==> src/rtl/dmem_access_unit.sv <==
// Data-memory access sequencer: turns a load/store from the single-cycle core into a
// req/gnt/rvalid bus transaction, stalling the core until the access completes.
module dmem_access_unit #(
   parameter int XLEN        = 32,
   parameter int TIMEOUT_CYC = 64
) (
   input  logic            clk,
   input  logic            rst,
   input  logic            memread,
   input  logic            memwrite,
   input  logic [2:0]      funct3,
   input  logic [XLEN-1:0] addr,
   input  logic [XLEN-1:0] wdata,
   output logic            stall,
   output logic [XLEN-1:0] rdata,
   output logic            misaligned,
   output logic            bus_err,
   output logic            bus_req,
   output logic            bus_we,
   output logic [XLEN-1:0] bus_addr,
   output logic [XLEN-1:0] bus_wdata,
   output logic [3:0]      bus_be,
   input  logic            bus_gnt,
   input  logic            bus_rvalid,
   input  logic [XLEN-1:0] bus_rdata
);

   localparam int CW = (TIMEOUT_CYC > 1) ? $clog2(TIMEOUT_CYC) : 1;

   typedef enum logic [1:0] {IDLE, REQ, RESP, DONE} state_t;

   // Load attributes kept for extending the returned word.
   typedef struct packed {
      logic [2:0] f3;
      logic [1:0] off;
   } acc_t;

   state_t          state;
   acc_t            acc;
   logic [CW-1:0]   cnt;
   logic            access, is_wr, legal_size, legal_op, legal, to_hit;
   logic [XLEN-1:0] st_wdata;
   logic [3:0]      st_be;

   function automatic logic [XLEN-1:0] ld_ext(input logic [XLEN-1:0] w, input acc_t a);
      logic [7:0]  b;
      logic [15:0] h;
      b = w[{a.off, 3'b000} +: 8];
      h = w[{a.off[1], 4'b0000} +: 16];
      case (a.f3)
         3'b000:  return {{(XLEN-8){b[7]}}, b};
         3'b001:  return {{(XLEN-16){h[15]}}, h};
         3'b100:  return {{(XLEN-8){1'b0}}, b};
         3'b101:  return {{(XLEN-16){1'b0}}, h};
         default: return w;
      endcase
   endfunction

   assign access = memread | memwrite;
   assign is_wr  = memwrite & ~memread;
   assign to_hit = (cnt == CW'(TIMEOUT_CYC - 1));

   always_comb begin
      legal_size = 1'b0;
      st_wdata   = wdata;
      st_be      = 4'b1111;
      case (funct3[1:0])
         2'b00: begin
            legal_size = 1'b1;
            st_wdata   = {4{wdata[7:0]}};
            st_be      = 4'b0001 << addr[1:0];
         end
         2'b01: begin
            legal_size = ~addr[0];
            st_wdata   = {2{wdata[15:0]}};
            st_be      = 4'b0011 << {addr[1], 1'b0};
         end
         2'b10:   legal_size = (addr[1:0] == 2'b00);
         default: legal_size = 1'b0;
      endcase
   end

   // Unsigned loads only exist for byte/half; stores have no unsigned forms.
   assign legal_op = is_wr ? ~funct3[2] : (funct3[2:1] != 2'b11);
   assign legal    = legal_size & legal_op;
   assign stall    = ((state == IDLE) & access & legal) | (state == REQ) | (state == RESP);

   always_ff @(posedge clk) begin
      if (!rst) begin
         state      <= IDLE;
         acc        <= '0;
         cnt        <= '0;
         rdata      <= '0;
         misaligned <= 1'b0;
         bus_err    <= 1'b0;
         bus_req    <= 1'b0;
         bus_we     <= 1'b0;
         bus_addr   <= '0;
         bus_wdata  <= '0;
         bus_be     <= '0;
      end else begin
         misaligned <= 1'b0;
         bus_err    <= 1'b0;
         case (state)
            IDLE: begin
               cnt <= '0;
               if (access && legal) begin
                  acc       <= '{f3: funct3, off: addr[1:0]};
                  bus_req   <= 1'b1;
                  bus_we    <= is_wr;
                  bus_addr  <= {addr[XLEN-1:2], 2'b00};
                  bus_wdata <= is_wr ? st_wdata : '0;
                  bus_be    <= is_wr ? st_be : 4'b1111;
                  state     <= REQ;
               end else if (access) begin
                  misaligned <= 1'b1;
               end
            end
            REQ: begin
               cnt <= cnt + 1'b1;
               if (bus_gnt) begin
                  bus_req <= 1'b0;
                  if (bus_we) begin
                     state <= DONE;
                  end else if (bus_rvalid) begin
                     rdata <= ld_ext(bus_rdata, acc);
                     state <= DONE;
                  end else begin
                     state <= RESP;
                  end
               end else if (to_hit) begin
                  bus_err <= 1'b1;
                  bus_req <= 1'b0;
                  rdata   <= '0;
                  state   <= DONE;
               end
            end
            RESP: begin
               cnt <= cnt + 1'b1;
               if (bus_rvalid) begin
                  rdata <= ld_ext(bus_rdata, acc);
                  state <= DONE;
               end else if (to_hit) begin
                  bus_err <= 1'b1;
                  rdata   <= '0;
                  state   <= DONE;
               end
            end
            default: state <= IDLE;
         endcase
      end
   end

endmodule

==> config.mk <==
export PLATFORM = sky130hd
export DESIGN_NAME = dmem_access_unit
export DESIGN_NICKNAME = d
export VERILOG_FILES = /design/src/rtl/dmem_access_unit.sv
export SDC_FILE = /design/constraint.sdc
export NUM_CORES = 1
export LEC_CHECK = 0
export CAP_MARGIN = 20
export CORE_ASPECT_RATIO = 0.75
export CORE_MARGIN = 4
export CORE_UTILIZATION = 43
export DETAILED_ROUTE_END_ITERATION = 10
export PLACE_DENSITY = 0.86
export SLEW_MARGIN = 40
export SYNTH_ARGS = -nofsm -noshare
export SYNTH_HDL_FRONTEND = slang
export SYNTH_SLANG_ARGS = --single-unit
==> constraint.sdc <==
create_clock -name clk -period 2.7 [get_ports clk]
set_input_delay 0.27 -clock clk [delete_from_list [all_inputs] [get_ports clk]]
set_output_delay 0.27 -clock clk [all_outputs]
set_load 0.1 [all_outputs]
# --- Word-level counts from Yosys, hierarchy flattened ---
# Index checks and enable logic that the tools add are counted.
# Widths: inputs -> output; s select.
op_classes:
  n_addsub: 1
  n_mul: 0
  div_mod_pow: 0
  magnitude_cmp: 0
  n_eq_ne: 13
  shifts: 4
  n_mux: 30
  bitwise_logic: 12
  reduce_logical: 13
op_table:
  columns: ["cell", "n"]
  rows:
  - ["$mux 32", 6]
  - ["$pmux 32 s2", 2]
  - ["$pmux 32 s4", 1]
  - ["$shiftx 32x6->16", 1]
  - ["$shiftx 32x6->8", 1]
  - ["$pmux 6 s2", 1]
  - ["$mux 1", 10]
  - ["$ne 3x3->1 const B", 3]
  - ["$mux 2", 4]
  - ["$pmux 4 s2", 1]
  - ["$add 6x1->6 const B", 1]
  - ["$eq 3x3->1 const B", 2]
  - ["$eq 6x6->1 const B", 1]
  - ["$logic_not 2->1", 3]
  - ["$pmux 2 s3", 1]
  - ["$reduce_and 3->1", 2]
  - ["$reduce_bool 2->1", 3]
  - ["$not 1->1", 5]
  - ["$and 1x1->1", 4]
  - ["$eq 2x1->1 const B", 2]
  - ["$eq 2x2->1 const B", 2]
  - ["$mux 4", 1]
  - ["$pmux 1 s2", 2]
  - ["$shl 1x2->4 const A", 1]
  - ["other kinds (11)", 13]
totals:
  ff_bits: 115
  latch_bits: 0
  ram_bits: 0
  rom_bits: 0
  input_bits: 105
  out_inout_bits: 105
  elab_cells: 85
  n_memories: 0

# --- Depth between registers and ports, before layout ---
depth:
  depth_word: 7
  depth_mapped: 8
  mapped_depth_nobuf: 6

# --- Least setup slack after synthesis ---
# Ideal clock, no wire load.
synth_path:
  path_type: "reg2reg"
  from: "reg bus_we"
  to: "reg rdata[22]"
  setup_ns: 0.123
  arrival_time_ns: 2.298
  required_time_ns: 2.577
  path_slack_ns: 0.279
  stages_incl_launch_ff: 6
  n_path_buf: 1
  synth_period_minus_slack_ns: 2.421
  cell_sequence: "dfxtp_1 > and3b_1 > o211ai_2 > nor2_1 > buf_2 > a221o_2"
synth_via:
  elab_chain_cells: 2
synth_lines:
  columns: ["item", "line_no", "text"]
  rows:
  - ["start, declared", "19", "output logic bus_we,"]
  - ["start signal, assigned", "110", "bus_we <= is_wr;"]
  - ["$ne 3x3->1 (no source line)", null, null]
  - ["$reduce_and 3->1 (no source line)", null, null]
  - ["end signal, assigned", "126", "rdata <= ld_ext(bus_rdata, acc);"]
  - ["end signal, assigned", "141", "rdata <= ld_ext(bus_rdata, acc);"]
  - ["end, declared", "15", "output logic [XLEN-1:0] rdata,"]
# No other way between the ends.
# A chain may end at the register's enable or synchronous reset.

# --- Final worst setup path ---
layout_path:
  from: "reg acc[2] (netlist name)"
  to: "reg rdata[11]"
layout_via:
  elab_chain_cells: 6
  word_cells_on_any_way: 10
  cone_classes: "eq/ne: 3; mux: 6; reduce/logical: 1"
layout_lines:
  columns: ["item", "line_no", "text"]
  rows:
  - ["start, declared", "39", "acc_t acc;"]
  - ["start signal, assigned", "108", "acc <= '{f3: funct3, off: addr[1:0]};"]
  - ["$eq 3x3->1, or another cell as far along", "50", "case (a.f3)"]
  - ["$pmux 32 s4 *", "50", null]
  - ["$mux 32", "125", "end else if (bus_rvalid) begin"]
  - ["$mux 32", "123", "if (bus_we) begin"]
  - ["$mux 32", "121", "if (bus_gnt) begin"]
  - ["$pmux 32 s2 *", "104", "case (state)"]
# Mark *: on every way between the ends. The rest lies on a longest branch, timed or not. The select of a mux whose other input is x is not followed.

==> impl_metrics.env <==
export IMPL_antenna_found_initial=0
export IMPL_cts_buffer_depth=2
export IMPL_grt_use_total=0.235
export IMPL_drt_pass1_iter_count=5
export IMPL_placed_cells=879
export IMPL_die_area_um2=13500
export IMPL_rows=33
export IMPL_post_place_ws_ps=298
export IMPL_hold_class="in -> reg"
export IMPL_cp_data_arrival_time_ps=2580
export IMPL_place_area_um2=6990
export IMPL_fmax_ghz=0.445
export IMPL_grt_max_degree=39
export IMPL_start_util=0.450
export IMPL_worst_setup_path_start_kind="register"
export IMPL_period_minus_slack_ps=2250
export IMPL_layout_setup_ws_ps=453
export IMPL_ys_async_sr_fraction=0
export IMPL_setup_viol=0
export IMPL_end_kind="register"
export IMPL_yosysSeqAreaShare=0.457
export IMPL_synth_area_um2=5040
export IMPL_hpwl_um=11900
export IMPL_io_buffer_count=207
export IMPL_avgSynthCellArea_um2=9.26
export IMPL_maxSlewViolCount=0
export IMPL_ctsHoldBuffers=0
export IMPL_crit_type="reg -> reg"
export IMPL_yosysTopAreaCell="dfxtp_1"
export IMPL_grt_pass1_wl_um=25600
export IMPL_avgRoutedWirePerCell_um=17.8
export IMPL_nets=852
export IMPL_insertion_delay_ps=410
export IMPL_min_period_over_period=0.832
export IMPL_cts_setup_buffers=0
export IMPL_syn_to_final_growth_pct=49.9
export IMPL_cpPeakStageDelay_ps=750
export IMPL_hold_viol=0
export IMPL_cts_root_buf="clkbuf_16"
export IMPL_instances_no_fill=910
export IMPL_num_io_pins=210
export IMPL_powerDensity_nw_per_um2=800
export IMPL_ir_drop_mv=0.474
export IMPL_maxCapViolations=0
export IMPL_ant_nets=0
export IMPL_ctsResizeCount=0
export IMPL_finalPower_uw=6040
export IMPL_dieHeight_um=102
export IMPL_worstPathMaxFanout=18
export IMPL_final_layout_size_suffix_gt1_frac=0.223
export IMPL_p_sw_frac=0.381
export IMPL_drc=0
export IMPL_slew_headroom=0.542
export IMPL_die_width_um=133
export IMPL_drtIter0Drc=364
export IMPL_pwr_share_seq=0.321
export IMPL_cts_buffers=17
export IMPL_power_leakage_uw=0.00312
export IMPL_synth_cells=544
export IMPL_coreArea_um2=11200
export IMPL_worst_slew_pin_transition_ps=688
export IMPL_wl_um=16200
export IMPL_netSwitchingPower_uw=2300
export IMPL_synthTopCellsByArea="dfxtp_1, nand2_1, mux2i_1"
export IMPL_clkTransAtPathRegs_ps=60
export IMPL_grt_ovfl_total=0
export IMPL_cts_sink_count=115
export IMPL_design_area_um2=7550
export IMPL_yosysUniqueCellTypes=60
export IMPL_critPathSlowestCell="or4b_2"
export IMPL_first_global_vias=4846
export IMPL_via_per_inst=5.53
export IMPL_setup_tns_final_ps=0
export IMPL_combPwrFrac=0.329
export IMPL_p_int_uw=3740
export IMPL_clock_skew_ps=6.27
export IMPL_final_common_cell="buf_4"
export IMPL_layout_common_cells="buf_4, dfxtp_1, clkdlybuf4s50_1"
export IMPL_synth_top_area_share=0.457
export IMPL_synth_warning_count=0
export IMPL_outcome="complete, no violations"
export IMPL_required_ps=3030
export IMPL_ys_flop_type="dfxtp_1"
export IMPL_yosys_register_bits=115
export IMPL_critical_path_cell_chain="or4b_2 > o22ai_1 > a221oi_1 > o2bb2ai_1"
export IMPL_pwr_share_clk=0.350
export IMPL_synth_edf_count=0
export IMPL_tritoncts="built"
export IMPL_critPathBufInv=0
export IMPL_route_vias_total=5030
export IMPL_place_gp_congestion=0.876
export IMPL_diodes=0
export IMPL_rsz0062_at_grt="no"
export IMPL_cts_max_level=4
export IMPL_path_delay_family="compound AO/OA/AOI/OAI gates"
## registers in the layout, summed over array words and instances (netlist names), 2 cells and up
name       flops
bus_wdata     32
rdata         32
bus_addr      30
cnt            6
acc            5
bus_be         4
state          2
## power by group through the flow
stage / combinational, uW / clock, uW / sequential [uW]
floorplan: 571 / 0 / 2810
global placement: 1950 / 0 / 1960
detailed placement: 1980 / 0 / 1970
CTS: 1990 / 2150 / 1940
global route: 2080 / 2240 / 1950
finish: 1990 / 2120 / 1940
## path summary, 6_finish.rpt
path | start | cells after the start | end | slack (ps)
min | addr[25] | 3 | bus_addr[25]$_SDFFE_PN0P_ | 400
min reg2reg | bus_addr[5]$_SDFFE_PN0P_ | 2 | bus_addr[5]$_SDFFE_PN0P_ | 450
max reg2reg | acc[2]$_SDFFE_PN0P_ | 4 | rdata[11]$_SDFFE_PN0P_ | 450
max | acc[2]$_SDFFE_PN0P_ | 4 | rdata[11]$_SDFFE_PN0P_ | 450
## layer usage
metal | global-route usage | routed length [um] | vias to the layer above
li1 | - | - | 2390
met1 | 0.307 | 7080 | 2383
met2 | 0.363 | 7260 | 233
met3 | 0.0859 | 1580 | 24
met4 | 0.0799 | 252 | 0
met5 | 0 | 0 | -
## worst reg2reg max path: stages (launching register included)
cell	delay (ps)
dfxtp_1	500
or4b_2	750
o22ai_1	570
a221oi_1	170
o2bb2ai_1	190
## per-stage QoR
step | util | hold slack, ps
after floorplan | - | 403
after detailed placement | 0.624 | 448
after global routing | 0.675 | 409
after global placement | 0.624 | 442
final | 0.675 | 404
after CTS | 0.675 | 393
## cell usage after synthesis (2+ instances only)
library cell,number
a221oi_1,7
xor2_1,3
a21oi_1,52
a211oi_1,7
and2b_1,2
a21o_1,8
o211a_1,2
xnor2_1,2
and3_1,2
nand2_1,82
clkbuf_1,26
nor3_1,3
a221o_1,6
a221o_2,10
nand3_1,4
buf_1,3
nor2b_1,14
a32o_1,8
o21bai_1,9
dfxtp_1,115
nor2_1,16
buf_4,3
a22o_1,17
buf_2,11
nand2b_1,3
o21ai_0,25
o2bb2ai_1,24
nor3b_1,8
or4_1,2
mux2i_1,27
inv_1,7
ha_1,6
o22ai_1,3
## layout make-up
cell class	count	area (um2)
inverter	7	26.3
multi-input combinational	378	2520
sequential	115	2300
timing repair buffer	222	1940
fill	869	3640
clock buffer	22	484
tap	157	196
clock inverter	9	80.1
## cells by family after synthesis
| family | count (synthesis) | share of synthesized area |
|---|---|---|
| compound gates | 196 | 0.288 |
| simple gates | 141 | 0.129 |
| flops | 115 | 0.457 |
| buf+inv | 52 | 0.0454 |
| mux | 28 | 0.0559 |
| fa+ha+maj | 6 | 0.0149 |
| xor+xnor | 5 | 0.00869 |
| other cells | 1 | 0.000744 |
No activity file was read; power rests on OpenSTA's default activity.
